**src/rtl/i2c_write_scheduler.sv**
```systemverilog
// Shares one byte-level I2C master between NREQ requesters; each grant performs one 16-bit
// register write with NACK retry. Define I2C_SCHED_RR_EN for round-robin arbitration.
module i2c_write_scheduler #(
    parameter int unsigned NREQ      = 2,
    parameter int unsigned MAX_RETRY = 3,
    parameter int unsigned RETRY_GAP = 255
) (
    input  logic                 clk,
    input  logic                 rst,
    input  logic [NREQ-1:0]      req_i,
    input  logic [NREQ*7-1:0]    addr_i,
    input  logic [NREQ*8-1:0]    reg_i,
    input  logic [NREQ*16-1:0]   data_i,
    output logic [NREQ-1:0]      gnt_o,
    output logic [NREQ-1:0]      done_o,
    output logic [NREQ-1:0]      err_o,
    output logic                 busy_o,
    output logic                 m_valid_o,
    output logic                 m_start_o,
    output logic                 m_stop_o,
    output logic [7:0]           m_byte_o,
    input  logic                 m_ready_i,
    input  logic                 m_done_i,
    input  logic                 m_nack_i
);

    localparam int unsigned IW = (NREQ > 1) ? $clog2(NREQ) : 1;
    localparam int unsigned RW = (MAX_RETRY > 0) ? $clog2(MAX_RETRY + 1) : 1;

    typedef enum logic [2:0] {
        StIdle,
        StLoad,
        StSend,
        StWait,
        StGap,
        StFinish
    } state_t;

    state_t         r_state;
    logic [IW-1:0]  r_sel;
    logic [6:0]     r_addr;
    logic [7:0]     r_reg;
    logic [15:0]    r_data;
    logic [1:0]     r_idx;
    logic [RW-1:0]  r_retry;
    logic [7:0]     r_gap;
`ifdef I2C_SCHED_RR_EN
    logic [IW-1:0]  r_ptr;
`endif

    logic           w_any;
    logic [IW-1:0]  w_win;
    logic [6:0]     w_ld_addr;
    logic [7:0]     w_ld_reg;
    logic [15:0]    w_ld_data;
    logic [1:0]     w_nidx;

    function automatic logic [7:0] f_byte(input logic [1:0] idx, input logic [6:0] a,
                                          input logic [7:0] r, input logic [15:0] d);
        logic [7:0] b;
        case (idx)
            2'd0:    b = {a, 1'b0};
            2'd1:    b = r;
            2'd2:    b = d[15:8];
            default: b = d[7:0];
        endcase
        return b;
    endfunction

    always_comb begin
        int unsigned c;
        w_any = 1'b0;
        w_win = '0;
        c     = 0;
        for (int unsigned i = 0; i < NREQ; i++) begin
`ifdef I2C_SCHED_RR_EN
            c = (32'(r_ptr) + 1 + i) % NREQ;
`else
            c = i;
`endif
            if (!w_any && req_i[c]) begin
                w_any = 1'b1;
                w_win = IW'(c);
            end
        end
    end

    assign w_ld_addr = addr_i[7*32'(r_sel) +: 7];
    assign w_ld_reg  = reg_i[8*32'(r_sel) +: 8];
    assign w_ld_data = data_i[16*32'(r_sel) +: 16];
    assign w_nidx    = r_idx + 2'd1;
    assign busy_o    = (r_state != StIdle);

    always_ff @(posedge clk or negedge rst) begin
        if (!rst) begin
            r_state   <= StIdle;
            r_sel     <= '0;
            r_addr    <= '0;
            r_reg     <= '0;
            r_data    <= '0;
            r_idx     <= '0;
            r_retry   <= '0;
            r_gap     <= '0;
`ifdef I2C_SCHED_RR_EN
            r_ptr     <= '0;
`endif
            gnt_o     <= '0;
            done_o    <= '0;
            err_o     <= '0;
            m_valid_o <= 1'b0;
            m_start_o <= 1'b0;
            m_stop_o  <= 1'b0;
            m_byte_o  <= 8'h00;
        end else begin
            done_o <= '0;
            err_o  <= '0;
            unique case (r_state)
                StIdle: begin
                    // No grant during the error-pulse cycle so the requester can drop req_i.
                    if (w_any && (err_o == '0)) begin
                        gnt_o   <= NREQ'(1) << w_win;
                        r_sel   <= w_win;
`ifdef I2C_SCHED_RR_EN
                        r_ptr   <= w_win;
`endif
                        r_state <= StLoad;
                    end
                end
                StLoad: begin
                    r_addr    <= w_ld_addr;
                    r_reg     <= w_ld_reg;
                    r_data    <= w_ld_data;
                    r_idx     <= 2'd0;
                    r_retry   <= '0;
                    m_valid_o <= 1'b1;
                    m_start_o <= 1'b1;
                    m_stop_o  <= 1'b0;
                    m_byte_o  <= {w_ld_addr, 1'b0};
                    r_state   <= StSend;
                end
                StSend: begin
                    if (m_ready_i) begin
                        m_valid_o <= 1'b0;
                        m_start_o <= 1'b0;
                        m_stop_o  <= 1'b0;
                        r_state   <= StWait;
                    end
                end
                StWait: begin
                    if (m_done_i) begin
                        if (!m_nack_i) begin
                            if (r_idx != 2'd3) begin
                                r_idx     <= w_nidx;
                                m_valid_o <= 1'b1;
                                m_start_o <= 1'b0;
                                m_stop_o  <= (w_nidx == 2'd3);
                                m_byte_o  <= f_byte(w_nidx, r_addr, r_reg, r_data);
                                r_state   <= StSend;
                            end else begin
                                done_o  <= gnt_o;
                                r_state <= StFinish;
                            end
                        end else if (r_retry < RW'(MAX_RETRY)) begin
                            r_retry <= r_retry + 1'b1;
                            r_gap   <= 8'(RETRY_GAP);
                            r_state <= StGap;
                        end else begin
                            err_o   <= gnt_o;
                            gnt_o   <= '0;
                            r_retry <= '0;
                            r_state <= StIdle;
                        end
                    end
                end
                StGap: begin
                    // The last counted idle cycle launches the restart with START.
                    if (r_gap <= 8'd1) begin
                        r_gap     <= 8'd0;
                        r_idx     <= 2'd0;
                        m_valid_o <= 1'b1;
                        m_start_o <= 1'b1;
                        m_stop_o  <= 1'b0;
                        m_byte_o  <= {r_addr, 1'b0};
                        r_state   <= StSend;
                    end else begin
                        r_gap <= r_gap - 8'd1;
                    end
                end
                StFinish: begin
                    gnt_o   <= '0;
                    r_retry <= '0;
                    r_state <= StIdle;
                end
                default: r_state <= StIdle;
            endcase
        end
    end

endmodule
```
**config.mk**
```make
export PLATFORM = sky130hd
export DESIGN_NAME = i2c_write_scheduler
export DESIGN_NICKNAME = d
export VERILOG_FILES = /design/src/rtl/i2c_write_scheduler.sv
export SDC_FILE = /design/constraint.sdc
export NUM_CORES = 1
export LEC_CHECK = 0
export BUFFER_PORTS_ARGS = -buffer_cell sky130_fd_sc_hd__buf_2
export CAP_MARGIN = 15
export CORE_ASPECT_RATIO = 1.4
export CORE_MARGIN = 1
export CORE_UTILIZATION = 57
export CTS_CLUSTER_DIAMETER = 50
export CTS_CLUSTER_SIZE = 10
export DETAILED_ROUTE_END_ITERATION = 7
export GPL_ROUTABILITY_DRIVEN = 0
export GPL_TIMING_DRIVEN = 0
export PLACE_DENSITY = 0.88
export SETUP_SLACK_MARGIN = 0.4
export SLEW_MARGIN = 20
export SYNTH_ARGS = -nofsm -noshare
export SYNTH_HDL_FRONTEND = slang
export SYNTH_SLANG_ARGS = --single-unit
```
**constraint.sdc**
```tcl
create_clock -name clk -period 3.31 [get_ports clk]
set_input_delay 0.1655 -clock clk [delete_from_list [all_inputs] [get_ports clk]]
set_output_delay 0.1655 -clock clk [all_outputs]
set_load 0.01 [all_outputs]
```
==> Yosys cells after proc, flatten, opt, wreduce, memory -nomap -nowiden <==
Cells that the tools add are included.
{ "word_totals": {"reg_bits": 64, "latch_bits": 0, "ramBits": 0, "rom_bits": 0, "in_bits": 69, "out_inout_bits": 18, "memories": 0} }
{ "classes": {"add_sub_neg": 3, "mul": 1, "div": 0, "order_cmp": 2, "eq_ne": 18, "n_shift": 4, "n_mux": 59, "n_bitwise": 0, "n_reduce_logical": 20} }
{ "ops": {"columns": ["op", "count"], "rows": [
  ["$mux W8", 8],
  ["$pmux W8 S3", 2],
  ["$mux W2", 19],
  ["$shiftx A32 B6 Y16", 1],
  ["$mux W3", 7],
  ["$ne A2 B2 Y1 const B", 10],
  ["$pmux W8 S2", 1],
  ["$shiftx A16 B5 Y8", 1],
  ["$mux W1", 15],
  ["$pmux W3 S5", 1],
  ["$shiftx A14 B5 Y7", 1],
  ["$pmux W1 S4", 3],
  ["$pmux W2 S3", 2],
  ["$reduce_and A5 Y1", 2],
  ["$reduce_bool A3 Y1", 3],
  ["$le A8 B1 Y1 const B", 1],
  ["$reduce_and A4 Y1", 2],
  ["$sub A8 B1 Y8 const B", 1],
  ["$eq A3 B2 Y1 const B", 2],
  ["$eq A3 B3 Y1 const B", 2],
  ["$reduce_and A6 Y1", 1],
  ["$add A2 B1 Y2 const B", 2],
  ["$eq A2 B2 Y1 const B", 2],
  ["$logic_not A2 Y1", 2],
  ["other kinds (14)", 16]
]} }

==> Depth between registers and ports, before layout <==
{ "logic_depth": {"ltp_word": 7, "depth_mapped": 7, "ltp_nobuf": 6} }

==> Worst setup path before layout <==
OpenSTA, ideal clock, no wires.
{ "synth_path": {"path_type": "reg-to-reg", "start": "reg r_gap[0]", "end": "reg m_start_o", "setup_ns": 0.128, "t_arrival_ns": 1.740, "required_time_ns": 3.182, "setup_slack_ns": 1.442, "path_stages_with_launch": 7, "path_buffers": 0, "cell_sequence": "dfrtp_1 -> inv_1 -> ha_1 -> nor2_1 -> o31a_1 -> and4bb_1 -> mux2_1"} }
{ "synth_via": {"elab_chain_len": 3} }
{ "synth_rtl": {"columns": ["item", "line", "rtl"], "rows": [
  ["start, declared", "46", "logic [7:0] r_gap;"],
  ["start signal, assigned", "165", "r_gap <= 8'(RETRY_GAP);"],
  ["start signal, assigned", "186", "r_gap <= r_gap - 8'd1;"],
  ["$le A8 B1 Y1", "177", "if (r_gap <= 8'd1) begin"],
  ["$ne A2 B2 Y1 (no line)", null, null],
  ["$reduce_and A6 Y1 (no line)", null, null],
  ["end signal, assigned", "144", "m_start_o <= 1'b0;"],
  ["end signal, assigned", "155", "m_start_o <= 1'b0;"],
  ["end signal, assigned", "181", "m_start_o <= 1'b1;"],
  ["end, declared", "19", "output logic m_start_o,"]
]} }
Every way passes these cells.
A chain may end at the register's enable or synchronous reset.

==> Final worst setup path <==
{ "layout_path": {"start": "reg r_idx[0]", "end": "reg m_byte_o[2]"} }
{ "layout_via": {"elab_chain_len": 7, "word_cells_on_any_way": 12, "cone_classes": "1 x add/sub; 4 x eq/ne; 5 x mux; 2 x reduce/logical"} }
{ "layout_rtl": {"columns": ["item", "line", "rtl"], "rows": [
  ["start, declared", "44", "logic [1:0] r_idx;"],
  ["start signal, assigned", "153", "r_idx <= w_nidx;"],
  ["$add A2 B1 Y2", "91", "assign w_nidx = r_idx + 2'd1;"],
  ["$eq A2 B2 Y1 (tied with other cells)", "61", "case (idx)"],
  ["$pmux W8 S3", "61", null],
  ["$mux W8", "152", "if (r_idx != 2'd3) begin"],
  ["$mux W8", "151", "if (!m_nack_i) begin"],
  ["$mux W8", "150", "if (m_done_i) begin"],
  ["$pmux W8 S3", "117", "unique case (r_state)"],
  ["end signal, assigned", "138", "m_byte_o <= {w_ld_addr, 1'b0};"],
  ["end signal, assigned", "157", "m_byte_o <= f_byte(w_nidx, r_addr, r_reg, r_data);"],
  ["end signal, assigned", "183", "m_byte_o <= {r_addr, 1'b0};"],
  ["end, declared", "21", "output logic [7:0] m_byte_o,"]
]} }
Several ways; a longest one is shown, not always the timed one. The select of a mux whose other input is x is not followed.

==> impl_metrics.json <==
{
  "syn_inst": 345,
  "setup_viol": 0,
  "dieWidth_um": 68.7,
  "endpoint_kind": "flip-flop",
  "grt_max_degree": 65,
  "grt.total_usage_pct": 30.7,
  "met2_usage_pct": 53.7,
  "antenna_left": 0,
  "numPortBuffers": 86,
  "largest_register_ffs": 16,
  "yosysMostFrequentCell": "dfrtp_1",
  "ys_top_cells_by_area": "dfrtp_1, mux2i_1, a21oi_1",
  "synthFlopType": "dfrtp_1",
  "hold_ws_ns": 0.113,
  "via_per_inst": 6.22,
  "cts-resized-gates": 0,
  "cts_root_buffer": "clkbuf_8",
  "worst_ep_arrival_time_ns": 2.59,
  "timing_worst_setup_path_type": "flip-flop to flip-flop",
  "start_util_pct": 59.7,
  "largest-register": "r_data",
  "nets": 521,
  "path_max_fanout": 8,
  "final_area_um2": 4260,
  "yosysUniqueCellTypes": 55,
  "min_from": "data_i[3]",
  "htreeDepth": 3,
  "drc": 0,
  "slew_headroom_pct": 46.2,
  "reg2reg_from": "r_idx[0]",
  "io_pins": 87,
  "insertion_delay_ns": 0.35,
  "antenna_found_initial": 0,
  "fillers": 424,
  "grtUsageMet1_pct": 33.8,
  "hpwl_mm": 6.55,
  "synthArstFlopShare_pct": 100,
  "fin_tns_setup_ns": 0,
  "syn-num-nets": 423,
  "max-vdd-ir-drop_uv": 495,
  "p_leak_nw": 2.11,
  "finalMaxSlewViolations": 0,
  "min_period_over_period_pct": 71.1,
  "skew_ns": 0.00855,
  "layout-drive-gt1-share_pct": 27.7,
  "cp_slowest_cell": "a222oi_1",
  "rsz0062_at_grt": "no",
  "gr-usage-met3_pct": 6.34,
  "startpoint": "r_idx[0]",
  "core_area_um2": 5950,
  "yosysWarnings": 0,
  "cp-start-kind": "flip-flop",
  "synth_top_area_share_pct": 45.1,
  "grt_pass1_vias": 3103,
  "n_antenna_cell": 0,
  "dieArea_um2": 6550,
  "busiest_layer": "met2",
  "final-hold-violation-count": 0,
  "wl_per_cell_um": 17.6,
  "cap_violations": 0,
  "post-route-util_pct": 71.7,
  "max_stage_delay_ns": 0.47,
  "cts_buffer_depth": 2,
  "dpl-instance-area_um2": 4070,
  "wl_mm": 9.14,
  "reg2reg_slack_ns": 0.96,
  "clkSinkCount": 64,
  "rows": 33,
  "synth_top_cell_by_area": "dfrtp_1",
  "vias": 3222,
  "clkTransAtPathRegs_ns": 0.07,
  "firstDrtPassIters": 5,
  "drtIter0Drc": 274,
  "areaGrowthSynthToFinish_pct": 20.0,
  "cts_buffers": 9,
  "fmax_ghz": 0.425,
  "path_cells": "inv_1 -> ha_1 -> buf_1 -> a222oi_1 -> a211oi_1 -> a211o_1 -> mux2_4",
  "status": "finished, final reports clean",
  "netlist_top_cells_count": "dfrtp_1, nor2_1, a21oi_1",
  "grt_pass1_wl_mm": 14.6,
  "synth.avg_cell_area_um2": 10.3,
  "syn-cell-area_um2": 3550,
  "ff_latch_area_um2": 1600,
  "cp.required_ns": 3.54,
  "grt_remaining_overflow": 0,
  "power.density_nw_per_um2": 871,
  "die_height_um": 95.4,
  "fin_crit_ns": 2.35,
  "cts_tree": "done",
  "yosysSeqAreaShare_pct": 45.1,
  "hold_class": "input pin to flip-flop",
  "synth_edf_count": 0,
  "ys_seq_elements": 64,
  "multi_input_area_um2": 1810,
  "worst_pin_slew_ns": 0.807
}
==> worst max-delay path, delay by kind of cell (launching register included) <==
family / cells / cell delay [ns]
adders and majority gates: 1 / 0.23
DFF: 1 / 0.42
AOI/OAI and AO/OA: 3 / 0.95
muxes: 1 / 0.26
buffers and inverters: 2 / 0.37
==> layout make-up <==
cell class,count,share of cell area [%]
multi-input combinational,250,42.6
sequential,64,37.6
timing repair buffer,87,10.4
clock buffer,12,3.17
buffer,21,2.29
tap,70,2.06
clock inverter,4,1.06
inverter,10,0.881
==> placed cells by master, fill, tap and decap left out, types with 9 or more instances in the layout <==
cell | synthesis | final
mux2i_1 | 34 | 34
clkbuf_8 | 0 | 9
ha_1 | 9 | 9
dfrtp_1 | 64 | 64
buf_2 | 5 | 90
clkbuf_1 | 10 | 13
nand2_1 | 10 | 10
nor3_1 | 12 | 12
a21oi_1 | 38 | 38
nor2_1 | 44 | 44
inv_1 | 10 | 10
==> path summary, 6_finish.rpt <==
| check | depth (start not counted) | to |
|---|---|---|
| max reg2reg | 7 | m_byte_o[2] |
| max | 7 | m_byte_o[2] |
| min reg2reg | 1 | m_start_o |
| min | 3 | r_data[3] |
| max in group asynchronous | 2 | r_data[14] |
| min in group asynchronous | 2 | r_retry[1] |
==> metal layers <==
metal / vias up / wire [µm]
met1: 1550 / 3490
met2: 163 / 4800
met5: - / 0
met4: 0 / 304
met3: 42 / 549
li1: 1467 / -
==> cells by family (layout without fill, tap and decap cells) <==
family          count (synthesis)  after routing  share of synthesized area (%)
simple gates                   99             99                           14.3
mux                            43             43                           13.3
compound gates                 99             99                           20.4
flops                          64             64                           45.1
fa+ha+maj                       9              9                           3.17
buf+inv                        31            134                           3.81
==> through the flow <==
| step | setup slack, ns | power, mW | instances |
|---|---|---|---|
| 3_5_place_dp | 1.18 | 3.02 | 501 |
| 3_3_place_gp | 1.27 | 2.93 | 501 |
| 4_1_cts | 1.04 | 3.68 | 518 |
| 2_1_floorplan | 1.44 | 2.54 | 345 |
| 6_report | 0.956 | 3.71 | 518 |
| 5_1_grt | 0.843 | 3.94 | 518 |
==> report_power, final <==
| group | internal [mW] | leakage [nW] | switching, mW |
|---|---|---|---|
| logic | 0.778 | 1.29 | 0.929 |
| registers | 1.11 | 0.723 | 0.247 |
| clock network | 0.345 | 0.0941 | 0.302 |
==> repair_timing <==
item,4_1_cts,5_1_grt
endpoints found under the hold margin,64,0
hold buffers,1,0
buffers inserted,0,0
Power figures use the tool's default switching activity.
